### src/rtl/mod_sched_pkg.sv
// Shared types and constants for the SHA-2 message-schedule expander.
// Holds the FSM state encoding, the small-sigma rotate/shift amounts for
// both word widths, and parameter legality helpers.
package mod_sched_pkg;

  typedef enum logic [1:0] {
    ST_IDLE   = 2'd0,
    ST_LOAD   = 2'd1,
    ST_EXPAND = 2'd2
  } state_e;

  // SHA-256 small sigmas (32-bit words)
  localparam int S0_ROT_A_32 = 7;
  localparam int S0_ROT_B_32 = 18;
  localparam int S0_SHR_32   = 3;
  localparam int S1_ROT_A_32 = 17;
  localparam int S1_ROT_B_32 = 19;
  localparam int S1_SHR_32   = 10;

  // SHA-512 small sigmas (64-bit words)
  localparam int S0_ROT_A_64 = 1;
  localparam int S0_ROT_B_64 = 8;
  localparam int S0_SHR_64   = 7;
  localparam int S1_ROT_A_64 = 19;
  localparam int S1_ROT_B_64 = 61;
  localparam int S1_SHR_64   = 6;

  // Schedule length must cover the 16 message words and at most SHA-512's 80.
  function automatic bit rounds_legal(input int rounds);
    return (rounds >= 16) && (rounds <= 80);
  endfunction

  // Only the two SHA-2 word widths have defined sigma constants.
  function automatic bit width_legal(input int word_w);
    return (word_w == 32) || (word_w == 64);
  endfunction

endpackage

### src/rtl/mod_sigma.sv
// Small-sigma function of the SHA-2 message schedule.
// SEL=0 gives sigma0, SEL=1 gives sigma1; WORD_W selects the SHA-256 (32)
// or SHA-512 (64) rotate/shift amounts. Purely combinational.
module mod_sigma
  import mod_sched_pkg::*;
#(
  parameter int WORD_W = 32,
  parameter int SEL    = 0
) (
  input  logic [WORD_W-1:0] x_i,
  output logic [WORD_W-1:0] y_o
);

  localparam int ROT_A = (WORD_W == 64) ? ((SEL == 1) ? S1_ROT_A_64 : S0_ROT_A_64)
                                        : ((SEL == 1) ? S1_ROT_A_32 : S0_ROT_A_32);
  localparam int ROT_B = (WORD_W == 64) ? ((SEL == 1) ? S1_ROT_B_64 : S0_ROT_B_64)
                                        : ((SEL == 1) ? S1_ROT_B_32 : S0_ROT_B_32);
  localparam int SHR_N = (WORD_W == 64) ? ((SEL == 1) ? S1_SHR_64 : S0_SHR_64)
                                        : ((SEL == 1) ? S1_SHR_32 : S0_SHR_32);

  logic [WORD_W-1:0] rot_a;
  logic [WORD_W-1:0] rot_b;
  logic [WORD_W-1:0] shr_c;

  // Two rotations and one logical shift, XORed together.
  always_comb begin
    rot_a = (x_i >> ROT_A) | (x_i << (WORD_W - ROT_A));
    rot_b = (x_i >> ROT_B) | (x_i << (WORD_W - ROT_B));
    shr_c = x_i >> SHR_N;
    y_o   = rot_a ^ rot_b ^ shr_c;
  end

endmodule

### src/rtl/mod_schedule.sv
// SHA-2 message-schedule expander.
// Loads one 16-word block (M0 first) into a 16-entry shift buffer, then
// streams W[0..ROUNDS-1] from buf[0]. Each output handshake shifts the
// buffer down and refills buf[15] with the next schedule word computed
// combinationally from the registered buffer, so the stream has no bubbles.
// Optional feature macro: MOD_SCHED_ABORT_EN adds an ABORT input that
// forces the block back to IDLE, overriding any same-cycle handshake.
//
// Handshakes: a word moves on a clock edge where valid and ready are both
// high; valid never depends on ready, and the producer holds its data
// stable while valid is high and ready is low.
module mod_schedule
  import mod_sched_pkg::*;
#(
  parameter int WORD_W = 32,
  parameter int ROUNDS = 64
) (
  input  logic              clk,
  input  logic              rst_n,
`ifdef MOD_SCHED_ABORT_EN
  input  logic              abort,
`endif
  input  logic              start,
  input  logic              in_valid,
  output logic              in_ready,
  input  logic [WORD_W-1:0] in_word,
  output logic              out_valid,
  input  logic              out_ready,
  output logic [WORD_W-1:0] out_word,
  output logic [6:0]        out_idx,
  output logic              out_last,
  output logic              busy,
  output state_e            dbg_state
);

  if (!width_legal(WORD_W)) begin : g_bad_width
    $error("mod_schedule: WORD_W must be 32 or 64");
  end
  if (!rounds_legal(ROUNDS)) begin : g_bad_rounds
    $error("mod_schedule: ROUNDS must be in 16..80");
  end

  localparam logic [6:0] LAST_IDX = 7'(ROUNDS - 1);

  state_e            state_q, state_d;
  logic [3:0]        cnt_q, cnt_d;
  logic [6:0]        t_q, t_d;
  logic [WORD_W-1:0] sbuf_q [16];
  logic [WORD_W-1:0] sbuf_d [16];

  logic [WORD_W-1:0] s0_y;
  logic [WORD_W-1:0] s1_y;
  logic [WORD_W-1:0] next_w;
  logic              abort_w;

`ifdef MOD_SCHED_ABORT_EN
  assign abort_w = abort;
`else
  assign abort_w = 1'b0;
`endif

  // sigma0 looks at W[t+1], sigma1 at W[t+14], relative to buf[0] = W[t].
  mod_sigma #(.WORD_W(WORD_W), .SEL(0)) u_sigma0 (
    .x_i (sbuf_q[1]),
    .y_o (s0_y)
  );

  mod_sigma #(.WORD_W(WORD_W), .SEL(1)) u_sigma1 (
    .x_i (sbuf_q[14]),
    .y_o (s1_y)
  );

  // W[t+16]; the sum wraps modulo 2^WORD_W by construction.
  assign next_w = s1_y + sbuf_q[9] + s0_y + sbuf_q[0];

  // Next-state logic: FSM transitions, load counter, round index and buffer.
  always_comb begin
    state_d = state_q;
    cnt_d   = cnt_q;
    t_d     = t_q;
    sbuf_d  = sbuf_q;
    case (state_q)
      ST_IDLE: begin
        if (start) begin
          state_d = ST_LOAD;
          cnt_d   = '0;
        end
      end
      ST_LOAD: begin
        if (in_valid) begin
          for (int i = 0; i < 15; i++) sbuf_d[i] = sbuf_q[i+1];
          sbuf_d[15] = in_word;
          cnt_d      = cnt_q + 4'd1;
          if (cnt_q == 4'd15) begin
            state_d = ST_EXPAND;
            t_d     = '0;
          end
        end
      end
      ST_EXPAND: begin
        if (out_ready) begin
          for (int i = 0; i < 15; i++) sbuf_d[i] = sbuf_q[i+1];
          sbuf_d[15] = next_w;
          t_d        = t_q + 7'd1;
          if (t_q == LAST_IDX) begin
            state_d = ST_IDLE;
            t_d     = '0;
          end
        end
      end
      default: state_d = ST_IDLE;
    endcase
    // Abort discards whatever handshake happened in the same cycle.
    if (abort_w) begin
      state_d = ST_IDLE;
      cnt_d   = '0;
      t_d     = '0;
      sbuf_d  = sbuf_q;
    end
  end

  // State, counters and shift buffer registers.
  always_ff @(posedge clk or negedge rst_n) begin
    if (!rst_n) begin
      state_q <= ST_IDLE;
      cnt_q   <= '0;
      t_q     <= '0;
      for (int i = 0; i < 16; i++) sbuf_q[i] <= '0;
    end else begin
      state_q <= state_d;
      cnt_q   <= cnt_d;
      t_q     <= t_d;
      for (int i = 0; i < 16; i++) sbuf_q[i] <= sbuf_d[i];
    end
  end

  assign in_ready  = (state_q == ST_LOAD);
  assign out_valid = (state_q == ST_EXPAND);
  assign out_word  = sbuf_q[0];
  assign out_idx   = t_q;
  assign out_last  = out_valid && (t_q == LAST_IDX);
  assign busy      = (state_q != ST_IDLE);
  assign dbg_state = state_q;

endmodule

### config.mk
export PLATFORM = sky130hd
export DESIGN_NAME = mod_schedule
export DESIGN_NICKNAME = d
export VERILOG_FILES = /design/src/rtl/mod_sched_pkg.sv /design/src/rtl/mod_sigma.sv /design/src/rtl/mod_schedule.sv
export SDC_FILE = /design/constraint.sdc
export NUM_CORES = 1
export LEC_CHECK = 0
export ABC_CLOCK_PERIOD_IN_PS = 6850
export CORE_MARGIN = 1
export CORE_UTILIZATION = 30
export DETAILED_ROUTE_END_ITERATION = 6
export GPL_TIMING_DRIVEN = 0
export PLACE_DENSITY = 0.49
export RECOVER_POWER = 50
export SLEW_MARGIN = 40
export SYNTH_ARGS = -nofsm -noshare
export SYNTH_HDL_FRONTEND = slang
export SYNTH_SLANG_ARGS = --single-unit
### constraint.sdc
create_clock -name clk -period 6.85 [get_ports clk]
set_input_delay 1.0275 -clock clk [delete_from_list [all_inputs] [get_ports clk]]
set_output_delay 1.0275 -clock clk [all_outputs]
set_load 0.02 [all_outputs]
==> reports/metrics.cfg <==
[sta]
fmax_ghz = 0.206
tightest_slew_ps = 2730
finClkSkew_ps = 46.1
post-route-period-util = 0.708
slew_viol_final = 277
fin_setup_tns_ps = 0
hold_viol = 0
setup_viol = 0
grt_setup_unrepaired = no
slew_headroom = -0.823
fin_crit_ps = 4850

[finish]
nets = 3069
syn2layout_area_growth_pct = 17.1
diodes = 0
multi_input_area_sq_um = 10100
seq_area_sq_um = 13100
layout-drive-gt1-share = 0.0383
fillerInstances = 8453

[synth]
yosysSeqAreaShare = 0.538
synthTopCellsByArea = dfrtp_1 54%, nand2_1 20%, fa_1 5.1%
ys_types = 57
synth-edff-count = 0
synthAdderAreaFrac = 0.0697
syn_avg_cell_area_sq_um = 8.77
synth_compound_area_frac = 0.0616
synthFlopType = dfrtp_1
synth_area_leader_cell = dfrtp_1
synth_area_sq_um = 24400
async_flop_share = 1.00
synth_top_family_by_area = simple AND/OR/NAND/NOR gates
netlist_instances = 2786
synth_seq_cells = 525
yosysWarnings = 0
synth_top_area_frac = 0.538
synth_most_common_cell = nand2_1
syn_nets = 2922
ys_top_cells_by_count = 1328 x nand2_1, 525 x dfrtp_1, 171 x clkbuf_1
synth_xor_area_frac = 0.0502
muxShareOfSynthArea = 0.00456
synth_simple_gate_area_frac = 0.229

[detailed_routing]
via_per_inst = 4.57
vias = 18500
ant_nets = 0
routed_wl_mm = 74.4
dr.pass1.iters = 7
wl_per_cell_microns = 18.4
drc = 0
drt_iter0_markers = 1308

[cts]
post_cts_resize_count = 0
htreeDepth = 2
cts_setup_buffers = 0
clock_path_buffers = 3
clk_pin_slew_ps = 60
root_buffer = clkbuf_16
cts_buffers = 56
cts_tree = built
cts_sinks = 525
cts_hold_buf = 0
insertion_delay_ps = 640

[die]
core.rowCount = 104
initial_core_util = 0.303
core_area_sq_um = 80500
die-height_microns = 287
die_w_microns = 287
dieArea_sq_um = 82600
pin_count = 82

[setup_path]
critPathArrivalTime_ps = 5080
crit_path_cell_trace = clkbuf_1 > buf_16 > clkbuf_1
cp-end-kind = asynchronous set/reset pin
cp_num_buf_inv = 3
cp_common_cell = clkbuf_1
worstSetupPathType = primary input to asynchronous set/reset pin
critPathMaxStageDelay_ps = 1870
crit_fanout = 55
start_kind = primary input
slowest_stage = clkbuf_1
crit_required_ps = 7080
crit_family = buffers and inverters

[global_route]
grt-ovfl-total = 0
antenna_found_initial = 1
grt_max_degree = 73
grt_pass1_wl_mm = 115
grt_use_total = 0.184
grt_pass1_vias = 18400

[placement]
gp_congestion = 0.931
hpwl_mm = 56.0
port_buffers = 80

[run_status]
status = finished with violations
violations = max-capacitance violations, max-slew violations

[worst_hold_path]
hold_path_class = flop to flop

[job]
drv_cap = 5

[through the flow]
stage | hold WS [ps] | util | setup WS, ps | std cells | cell area (sq um)
after floorplan | 433 | - | 2770 | 2786 | 24400
after global placement | 445 | 0.330 | -20170 | 3926 | 26600
after detailed placement | 450 | 0.333 | 2110 | 3935 | 26800
after CTS | 262 | 0.357 | 2090 | 4039 | 28700
after global routing | 458 | 0.355 | 1060 | 4039 | 28600
final | 427 | 0.355 | 2000 | 4039 | 28600
[worst paths after layout]
kind                       depth (start not counted)  slack [ps]                       to               startpoint
max in group clk                                  16        2090   sbuf_q[27]$_DFFE_PN0P_  sbuf_q[456]$_DFFE_PN0P_
setup / recovery                                   3        2000  sbuf_q[379]$_DFFE_PN0P_                    rst_n
min in group asynchronous                          1        1230   out_idx[0]$_DFFE_PN0P_                    rst_n
hold / removal                                     2         430  sbuf_q[157]$_DFFE_PN0P_  sbuf_q[125]$_DFFE_PN0P_
setup reg to reg                                  16        2090   sbuf_q[27]$_DFFE_PN0P_  sbuf_q[456]$_DFFE_PN0P_
hold reg to reg                                    2         430  sbuf_q[157]$_DFFE_PN0P_  sbuf_q[125]$_DFFE_PN0P_
[area by class of cell]
class | count | area share
multi-input combinational | 1952 | 0.354
timing repair buffer | 89 | 0.0325
sequential | 525 | 0.459
clock buffer | 80 | 0.0560
inverter | 133 | 0.0174
clock inverter | 24 | 0.0109
buffer | 176 | 0.0235
tap | 1060 | 0.0463
[worst register-to-register path: cells and delay by family (launching register included)]
family / cells / cell delay [ps]
and+or+nand+nor: 2 / 340
adders and majority gates: 4 / 1590
xor gates and xnor gates: 2 / 540
DFF: 1 / 360
AOI/OAI and AO/OA: 4 / 1200
buffers and inverters: 3 / 340
muxes: 1 / 270
[registers in the layout (all words and copies together), names as in the netlist]
signal,flops
out_word,32
sbuf_q,480
dbg_state,2
cnt_q,4
out_idx,7
[placed cells by master (no fill, tap or decap), types with 6 or more instances in the layout]
| cell type | instances |
|---|---|
| and3_1 | 10 |
| inv_1 | 132 |
| o21ai_0 | 129 |
| dlygate4sd3_1 | 9 |
| o31ai_1 | 6 |
| nand4_1 | 15 |
| xnor2_1 | 75 |
| o211ai_1 | 8 |
| clkbuf_2 | 8 |
| nand2_1 | 1328 |
| clkinv_2 | 12 |
| clkbuf_16 | 56 |
| clkdlybuf4s50_1 | 70 |
| clkbuf_8 | 11 |
| nand3_1 | 20 |
| a21oi_1 | 63 |
| ha_1 | 37 |
| dfrtp_1 | 525 |
| xor2_1 | 65 |
| nor3_1 | 8 |
| mux2i_1 | 10 |
| clkbuf_1 | 182 |
| o22ai_1 | 8 |
| fa_1 | 62 |
| nor2_1 | 36 |
| or3_1 | 7 |
[routing by layer]
layer  GRT usage  vias to the layer above  part of all wire
met3      0.0229                       99             0.043
met1       0.274                     9077              0.49
met4      0.0565                        0             0.027
li1            -                     8937                 -
met2       0.277                      362              0.44
met5           0                        -                 0
[kinds of logic after synthesis]
| logic type | after synthesis |
|---|---|
| adders and majority gates | 99 |
| muxes | 11 |
| DFF | 525 |
| AOI/OAI and AO/OA | 259 |
| xor gates and xnor gates | 140 |
| and+or+nand+nor | 1443 |
| buffers and inverters | 309 |
Power is not shown: default switching activity piles up to over one toggle a cycle in this logic, so the estimate is an artifact.
